$ cat src/rtl/axis_fifo_pkt.sv
`default_nettype none
// ============================================================================
//  Module      : axis_fifo_pkt
//  Description : AXI-Stream synchronous FIFO with TLAST storage, fill-level
//                and packet-count reporting, almost-full/almost-empty
//                watermarks and an optional store-and-forward packet mode.
//
//  Parameters  : DEPTH          number of entries (power of two, >= 2)
//                WIDTH          tdata width in bits
//                PACKET_MODE    0 = cut-through, 1 = store-and-forward
//                AFULL_THRESH   almost_full when level >= this value
//                AEMPTY_THRESH  almost_empty when level <= this value
//
//  Ports       : clk, rst                 clock, async active-high reset
//                s_axis_tdata/tlast/tvalid/tready   write-side stream
//                m_axis_tdata/tlast/tvalid/tready   read-side stream
//                level        stored beat count, 0..DEPTH
//                pkt_count    complete packets stored (beats with tlast)
//                almost_full  level >= AFULL_THRESH
//                almost_empty level <= AEMPTY_THRESH
//
//  Revision    : 1.0  initial release
// ============================================================================
module axis_fifo_pkt #(
   parameter int DEPTH         = 16,
   parameter int WIDTH         = 8,
   parameter int PACKET_MODE   = 0,
   parameter int AFULL_THRESH  = DEPTH - 2,
   parameter int AEMPTY_THRESH = 2
) (
   input  logic                      clk,
   input  logic                      rst,

   input  logic [WIDTH-1:0]          s_axis_tdata,
   input  logic                      s_axis_tlast,
   input  logic                      s_axis_tvalid,
   output logic                      s_axis_tready,

   output logic [WIDTH-1:0]          m_axis_tdata,
   output logic                      m_axis_tlast,
   output logic                      m_axis_tvalid,
   input  logic                      m_axis_tready,

   output logic [$clog2(DEPTH):0]    level,
   output logic [$clog2(DEPTH):0]    pkt_count,
   output logic                      almost_full,
   output logic                      almost_empty
);

   // Pointers carry one extra MSB as a wrap bit so full and empty can be
   // told apart when the address bits coincide.
   localparam int                c_addr_w        = $clog2(DEPTH);
   localparam int                c_ptr_w         = c_addr_w + 1;
   localparam logic [c_ptr_w-1:0] c_ptr_one      = c_ptr_w'(1);
   localparam logic [c_ptr_w-1:0] c_afull_thresh = c_ptr_w'(AFULL_THRESH);
   localparam logic [c_ptr_w-1:0] c_aempty_thresh = c_ptr_w'(AEMPTY_THRESH);
   localparam logic              c_store_fwd     = (PACKET_MODE != 0);

   // Storage: each entry is {tlast, tdata}
   logic [WIDTH:0]       r_mem [DEPTH];

   logic [c_ptr_w-1:0]   r_wr_ptr;
   logic [c_ptr_w-1:0]   r_rd_ptr;
   logic [c_ptr_w-1:0]   r_pkt_count;
   logic                 r_draining;

   logic                 w_full;
   logic                 w_empty;
   logic                 w_wr;
   logic                 w_rd;
   logic                 w_wr_last;
   logic                 w_rd_last;
   logic                 w_pkt_ready;
   logic [c_ptr_w-1:0]   w_level;
   logic [WIDTH:0]       w_head;

   // ------------------------------------------------------------------
   // Status derived purely from registered pointers and counters
   // ------------------------------------------------------------------
   assign w_full  = (r_wr_ptr[c_addr_w-1:0] == r_rd_ptr[c_addr_w-1:0]) &&
                    (r_wr_ptr[c_addr_w]     != r_rd_ptr[c_addr_w]);
   assign w_empty = (r_wr_ptr == r_rd_ptr);
   assign w_level = r_wr_ptr - r_rd_ptr;

   assign level        = w_level;
   assign pkt_count    = r_pkt_count;
   assign almost_full  = (w_level >= c_afull_thresh);
   assign almost_empty = (w_level <= c_aempty_thresh);

   // ------------------------------------------------------------------
   // Write side: refuse while full even if a read is happening this
   // cycle, so tready never depends on the consumer.
   // ------------------------------------------------------------------
   assign s_axis_tready = !w_full && !rst;
   assign w_wr          = s_axis_tvalid && s_axis_tready;
   assign w_wr_last     = w_wr && s_axis_tlast;

   // ------------------------------------------------------------------
   // Read side: first-word-fall-through from the head entry.
   // In store-and-forward mode a beat is only presented once a whole
   // packet is buffered; a full FIFO releases an oversize packet
   // cut-through, and the draining flag keeps tvalid up until that
   // packet's tlast has left, even after full drops away.
   // ------------------------------------------------------------------
   assign w_head        = r_mem[r_rd_ptr[c_addr_w-1:0]];
   assign m_axis_tdata  = w_head[WIDTH-1:0];
   assign m_axis_tlast  = w_head[WIDTH];

   assign w_pkt_ready   = !c_store_fwd || (r_pkt_count != '0) || w_full || r_draining;
   assign m_axis_tvalid = !w_empty && w_pkt_ready;

   assign w_rd          = m_axis_tvalid && m_axis_tready;
   assign w_rd_last     = w_rd && m_axis_tlast;

   // ------------------------------------------------------------------
   // Data array: contents are don't-care after reset, so no reset here.
   // ------------------------------------------------------------------
   always_ff @(posedge clk) begin
      if (w_wr) begin
         r_mem[r_wr_ptr[c_addr_w-1:0]] <= {s_axis_tlast, s_axis_tdata};
      end
   end

   // ------------------------------------------------------------------
   // Pointers
   // ------------------------------------------------------------------
   always_ff @(posedge clk or posedge rst) begin
      if (rst) begin
         r_wr_ptr <= '0;
         r_rd_ptr <= '0;
      end else begin
         if (w_wr) begin
            r_wr_ptr <= r_wr_ptr + c_ptr_one;
         end
         if (w_rd) begin
            r_rd_ptr <= r_rd_ptr + c_ptr_one;
         end
      end
   end

   // ------------------------------------------------------------------
   // Complete-packet counter. It can never exceed DEPTH because every
   // counted packet occupies at least one stored entry.
   // ------------------------------------------------------------------
   always_ff @(posedge clk or posedge rst) begin
      if (rst) begin
         r_pkt_count <= '0;
      end else begin
         case ({w_wr_last, w_rd_last})
            2'b10:   r_pkt_count <= r_pkt_count + c_ptr_one;
            2'b01:   r_pkt_count <= r_pkt_count - c_ptr_one;
            default: r_pkt_count <= r_pkt_count;
         endcase
      end
   end

   // ------------------------------------------------------------------
   // Draining flag: set by a non-last read, cleared by a tlast read.
   // ------------------------------------------------------------------
   always_ff @(posedge clk or posedge rst) begin
      if (rst) begin
         r_draining <= 1'b0;
      end else if (w_rd) begin
         r_draining <= !m_axis_tlast;
      end
   end

endmodule
`default_nettype wire

$ cat config.mk
export PLATFORM = sky130hd
export DESIGN_NAME = axis_fifo_pkt
export DESIGN_NICKNAME = d
export VERILOG_FILES = /design/src/rtl/axis_fifo_pkt.sv
export SDC_FILE = /design/constraint.sdc
export NUM_CORES = 1
export LEC_CHECK = 0
export CAP_MARGIN = 10
export CORE_ASPECT_RATIO = 1.1
export CORE_UTILIZATION = 30
export CTS_CLUSTER_DIAMETER = 100
export DETAILED_ROUTE_END_ITERATION = 10
export HOLD_SLACK_MARGIN = 0.12
export PLACE_DENSITY_LB_ADDON = 0.25
export SYNTH_ARGS = -nofsm -noshare
export SYNTH_HDL_FRONTEND = slang
export SYNTH_SLANG_ARGS = --single-unit
$ cat constraint.sdc
create_clock -name clk -period 3.3 [get_ports clk]
set_input_delay 0.33 -clock clk [delete_from_list [all_inputs] [get_ports clk]]
set_output_delay 0.33 -clock clk [all_outputs]
set_load 0.05 [all_outputs]
==> qor.txt, run 1 <==
outcome: finished, final reports clean
syn nets: 378
CP Cell Sequence: inv_1, ha_1, and4_4, nand2_2, nand2_1, a211oi_1, ha_2, ha_1, nor2b_1, o21a_1, or2_2, o311ai_1
max-cap violations: 0
WP data required: 3.63 ns
number of synthesized flops with an enable pin: 144
I/O Buffers: 35
TritonRoute pass-1 iters: 6
type of the worst min-delay path: in2async
Final Cycle Share: 91.7%
Slowest-stage cell, CP: dfrtp_1
Post-Syn Area per Cell: 18.7 sq um
Die Area: 22,400 sq um
Synth Flop Type: edfxtp_1
asr flop ratio synth: 9.43%
CP peak stage delay: 0.45 ns
CTS Hold Bufs: 0
Clock transition at path regs: 0.07 ns
FP Rows: 56
Final Max Tran Viols: 0
detailed-route via count: 3,405
pin count of the biggest net entering global routing: 18
Starting Density: 30.6%
Yosys cell types: 40
WL per Instance: 19.4 microns
Final Cell Area: 8070 sq um
placed instance area: 7490 sq um
GRT Overall Usage: 13.9%
Final Hold Fails: 0
clock buffer count from CTS: 17
Worst VDD drop: 0.563 mV
Clock H-tree levels: 4
Most common cell on crit path: ha_1
RSZ-0062 raised after global routing: false
vias per cell: 4.70
nets@finish: 450
worst slack, placed: 0.139 ns
yosys warns: 0
Final Power: 8.64 mW
Final Critical Period: 3.03 ns
Lkg Pwr: 2.77 nW
root buf cell: clkbuf_16
Yosys reg bits: 159
ANT cells: 0
Routed Antenna Nets: 0
Post-Synthesis Cells: 350
CTS tree: yes
critical path type: reg2reg
Setup TNS: 0 ns
Setup Buffers After CTS: 0
Top delay family on crit path: adder cells
CTS Sinks: 159
die width: 143 microns
total grt overflow: 0
die span in y: 157 microns
cell area after technology mapping: 6540 sq um
Worst Setup End Kind: flop
clock skew after layout: 0.00984 ns
max_slew headroom: 42.5%
io pins: 36
first-pass GRT wire length: 22.0 mm
Max Root-Sink Buffers: 2
initial antenna violation count: 0
Residual DRC: 0
slew of the pin with the lowest slew margin: 0.859 ns
layout cells sized above 1: 28.0%
worst-skew pair later-pin latency: 0.42 ns
CP Buf/Inv Count: 1
Worst Path Max Fanout: 7
routed wire length: 14.1 mm
initial drt markers: 243
Crit path arrival time: 3.35 ns
gpl congestion: 0.818
critical path startpoint category: flop
Final HPWL DP: 9.12 mm
register area share after synthesis: 71.9%
Core Footprint: 21,400 sq um
Setup WS post-layout: 0.275 ns
number of global-route vias before repair: 3,676
PwrDens: 1070 nW/um^2
setup violators final: 0
P&R area growth vs syn: 23.3%
maximum clock rate: 0.331 GHz
area by class of cell:
type	count	area [sq um]
clock buffer	17	425
clock inverter	15	146
fill	1956	13300
inverter	13	48.8
multi-input combinational	166	1740
sequential	159	4700
tap	290	363
timing repair buffer	65	646
report_power, final:
part | leakage [nW] | total, mW | switching, mW | internal (mW)
Clock | 0.278 | 1.87 | 0.870 | 0.999
Sequential | 1.48 | 2.52 | 0.129 | 2.39
Combinational | 1.01 | 4.25 | 2.48 | 1.77
what timing repair did:
item	in CTS	in global routing
gates resized for setup	0	3
setup endpoints to repair	0	1
endpoints found under the hold margin	0	0
layer usage:
metal | share of wire, % | global-route usage (%) | wire [microns] | up-vias
li1 | - | - | - | 1538
met1 | 44 | 17.5 | 6260 | 1781
met2 | 51 | 23.5 | 7130 | 69
met3 | 3.3 | 3.09 | 463 | 17
met4 | 1.6 | 5.07 | 220 | 0
met5 | 0 | 0 | 0 | -
flip-flops by register name, summed over array words and instances, names as in the netlist:
name,flops
r_mem,144
r_rd_ptr,5
r_wr_ptr,5
pkt_count,5
kinds of logic after synthesis:
| group | synth area share (%) |
|---|---|
| flops | 71.9 |
| simple gates | 4.04 |
| compound gates | 4.53 |
| mux | 12.7 |
| buf+inv | 1.76 |
| xor+xnor | 2.01 |
| fa+ha+maj | 3.10 |
cell usage in the layout (no fill, tap or decap), types with 2 or more instances in the layout:
cell type        instances
mux2i_1                  2
inv_6                    7
nor2_1                  16
clkdlybuf4s50_1         18
a21oi_1                  4
nor3_1                   5
nor2b_1                  2
nand4_1                  2
buf_4                   38
clkbuf_16               17
a22oi_1                 16
nand2_1                 21
o311ai_1                 2
ha_1                    12
mux4_2                  36
o21ai_0                  6
dfrtp_1                 14
xnor2_1                  9
o21a_1                   2
inv_1                   13
clkinv_8                 3
xor2_1                   6
a211oi_2                 2
edfxtp_1               144
buf_12                   9
fa_1                     2
a21o_1                   3
nand2b_1                 3
synthesized netlist by cell type (4+ instances only):
library cell / instances / area share, %
inv_1: 13 / 0.75
nand2_1: 22 / 1.3
mux4_2: 36 / 12
edfxtp_1: 144 / 66
xnor2_1: 9 / 1.2
a22oi_1: 16 / 1.8
xor2_1: 6 / 0.80
dfrtp_1: 15 / 5.7
ha_1: 13 / 2.5
nor3_1: 5 / 0.38
nor2_1: 16 / 0.92
a21oi_1: 4 / 0.31
o21ai_0: 6 / 0.46
through the flow:
stage	hold slack (ns)	cells	util, %
global route	0.492	725	37.7
CTS	0.433	725	37.7
detailed placement	0.522	693	35.1
finish	0.421	725	37.7
floorplan	0.231	350	-
global placement	0.518	693	35.1
worst paths after layout:
check                            startpoint      endpoint  slack, ns  cells after the start
worst min register to register  r_rd_ptr[4]   r_rd_ptr[4]       0.52                      1
worst max register to register  r_rd_ptr[2]  pkt_count[4]       0.27                     12
min in group clk                r_rd_ptr[4]   r_rd_ptr[4]       0.52                      1
worst min-delay path                    rst  pkt_count[0]       0.42                      2
worst max-delay path            r_rd_ptr[2]  pkt_count[4]       0.27                     12
max in group asynchronous               rst   r_rd_ptr[0]       2.43                      2
No activity file was read; power rests on OpenSTA's default activity.
==> inputs of run 2 (changes only) <==
- CORE_MARGIN: not set -> 5
- SKIP_CTS_REPAIR_TIMING: not set -> 1
==> qor.txt, run 2 (synthesis results as in run 1) <==
Worst VDD drop: 0.534 mV (-5.1%)
io pins: 36 (unchanged)
RSZ-0062 raised after global routing: false
total grt overflow: 0 (unchanged)
CTS Sinks: 159 (unchanged)
slew of the pin with the lowest slew margin: 0.876 ns (+0.0168 ns)
nets@finish: 449 (-0.22%)
Lkg Pwr: 2.75 nW (-0.86%)
final std cells w/o fill: 720 (-0.69%)
worst-skew pair later-pin latency: 0.41 ns (about the same)
Residual DRC: 0 (unchanged)
r2r setup slk: 0.15 ns (-0.12 ns)
critical path startpoint category: flop
FP Rows: 56 (unchanged)
commonest non-fill, non-tap cells in the layout: edfxtp_1, buf_4, mux4_2, nand2_1, clkdlybuf4s50_1
max-cap violations: 0 (unchanged)
CTS tree: yes
fin util: 37.5% (-0.29 points)
r2r endpoint: pkt_count[4]
PwrDens: 1060 nW/um^2 (-1.0%)
initial drt markers: 170 (-30%)
clock buffer count from CTS: 17 (unchanged)
Clock transition at path regs: 0.06 ns (about the same)
Routed Antenna Nets: 0 (unchanged)
Clock H-tree levels: 4 (unchanged)
Final Critical Period: 3.15 ns (+0.122 ns)
Core Footprint: 21,400 sq um (unchanged)
ANT cells: 0 (unchanged)
TritonRoute pass-1 iters: 4 (-2)
initial antenna violation count: 0 (unchanged)
maximum clock rate: 0.318 GHz (-3.9%)
type of the worst min-delay path: in2async
clock skew after layout: 0.0104 ns (+0.000521 ns)
max_slew headroom: 41.4% (-1.1 points)
Worst Path Max Fanout: 7 (unchanged)
Worst R2R Path Depth: 12 (unchanged)
Setup TNS: 0 ns (unchanged)
Final Max Tran Viols: 0 (unchanged)
critical path type: reg2reg
Starting Density: 30.6% (unchanged)
reg2reg start: r_rd_ptr[2]
cell count after placement: 692 (-0.14%)
most common cell after layout, fill and taps aside: edfxtp_1
Final Hold Fails: 0 (unchanged)
I/O Buffers: 35 (unchanged)
setup violators final: 0 (unchanged)
Die Area: 24,900 sq um (+11%)
Final Cell Area: 8000 sq um (-0.76%)
Worst Setup End Kind: flop
max reg flops: 144 (unchanged)
gpl congestion: 0.761 (-6.9%)
layout cells sized above 1: 27.0% (-1.1 points)
GRT Overall Usage: 11.7% (-2.2 points)
Final Cycle Share: 95.4% (+3.7 points)
placed instance area: 7480 sq um (-0.10%)
die width: 151 microns (+5.6%)
detailed-route via count: 3,337 (-2.0%)
WL per Instance: 18.9 microns (-2.7%)
die span in y: 165 microns (+5.1%)
routed wire length: 13.6 mm (-3.4%)
pin count of the biggest net entering global routing: 27 (+9)
Max Root-Sink Buffers: 2 (unchanged)
Crit path arrival time: 3.44 ns (+0.09 ns)
first-pass GRT wire length: 21.0 mm (-4.5%)
WP data required: 3.59 ns (-0.04 ns)
outcome: finished, final reports clean
number of global-route vias before repair: 3,652 (-0.65%)
root buf cell: clkbuf_16
P&R area growth vs syn: 22.4%
vias per cell: 4.63 (-1.3%)
Final HPWL DP: 9.08 mm (-0.54%)
Final Power: 8.48 mW (-1.8%)
run 2: cell types whose count changed in the layout (fill, tap and decap cells not counted):
cell | before | now
bufinv_16 | 0 | 1
clkinv_8 | 3 | 0
inv_8 | 1 | 0
o311ai_0 | 0 | 2
o311ai_1 | 2 | 0
clkinv_2 | 1 | 4
clkinvlp_4 | 1 | 0
buf_4 | 38 | 37
clkinv_1 | 1 | 2
inv_6 | 7 | 3
run 2: stage by stage:
step	hold WS, ns	worst slack, ns
final	0.428	0.152
after global routing	0.492	0.00981
after CTS	0.428	0.0960
after detailed placement	0.515	0.166
after global placement	0.511	0.282
after floorplan	0.231	-0.181
run 2: how the worst max path moves through the flow:
stage	startpoint	to	cells past startpoint
after global routing	r_rd_ptr[2]	pkt_count[4]	12
final	r_rd_ptr[2]	pkt_count[4]	12
after CTS	r_rd_ptr[2]	pkt_count[4]	12
after floorplan	r_rd_ptr[1]	pkt_count[4]	14
after detailed placement	r_rd_ptr[2]	pkt_count[4]	12
after global placement	r_rd_ptr[2]	pkt_count[4]	12
run 2: area by class of cell:
class,count,area [sq um]
fill,1969,13400
sequential,159,4700
multi-input combinational,166,1740
timing repair buffer,64,638
clock buffer,17,425
tap,290,363
clock inverter,11,92.6
inverter,13,48.8
run 2: power breakdown:
group / switching (mW) / internal, mW / total [mW]
combinational: 2.45 / 1.76 / 4.21
sequential: 0.133 / 2.39 / 2.52
clock: 0.732 / 1.02 / 1.75
run 2: critical path, cell delays in order (launching register included):
cell      delay (ns)
dfrtp_1         0.43
inv_1           0.09
ha_1            0.34
and4_4          0.24
nand2_2         0.11
nand2_1         0.06
a211oi_1        0.22
ha_2            0.30
ha_1            0.29
nor2b_1         0.16
o21a_1          0.18
or2_2           0.27
o311ai_0        0.33
run 2: routing by layer:
metal / vias up / wire (microns) / track usage, %
li1: 1536 / - / -
met1: 1714 / 5960 / 14.5
met2: 71 / 6810 / 19.8
met3: 16 / 603 / 3.21
met4: 0 / 223 / 4.12
met5: - / 0 / 0
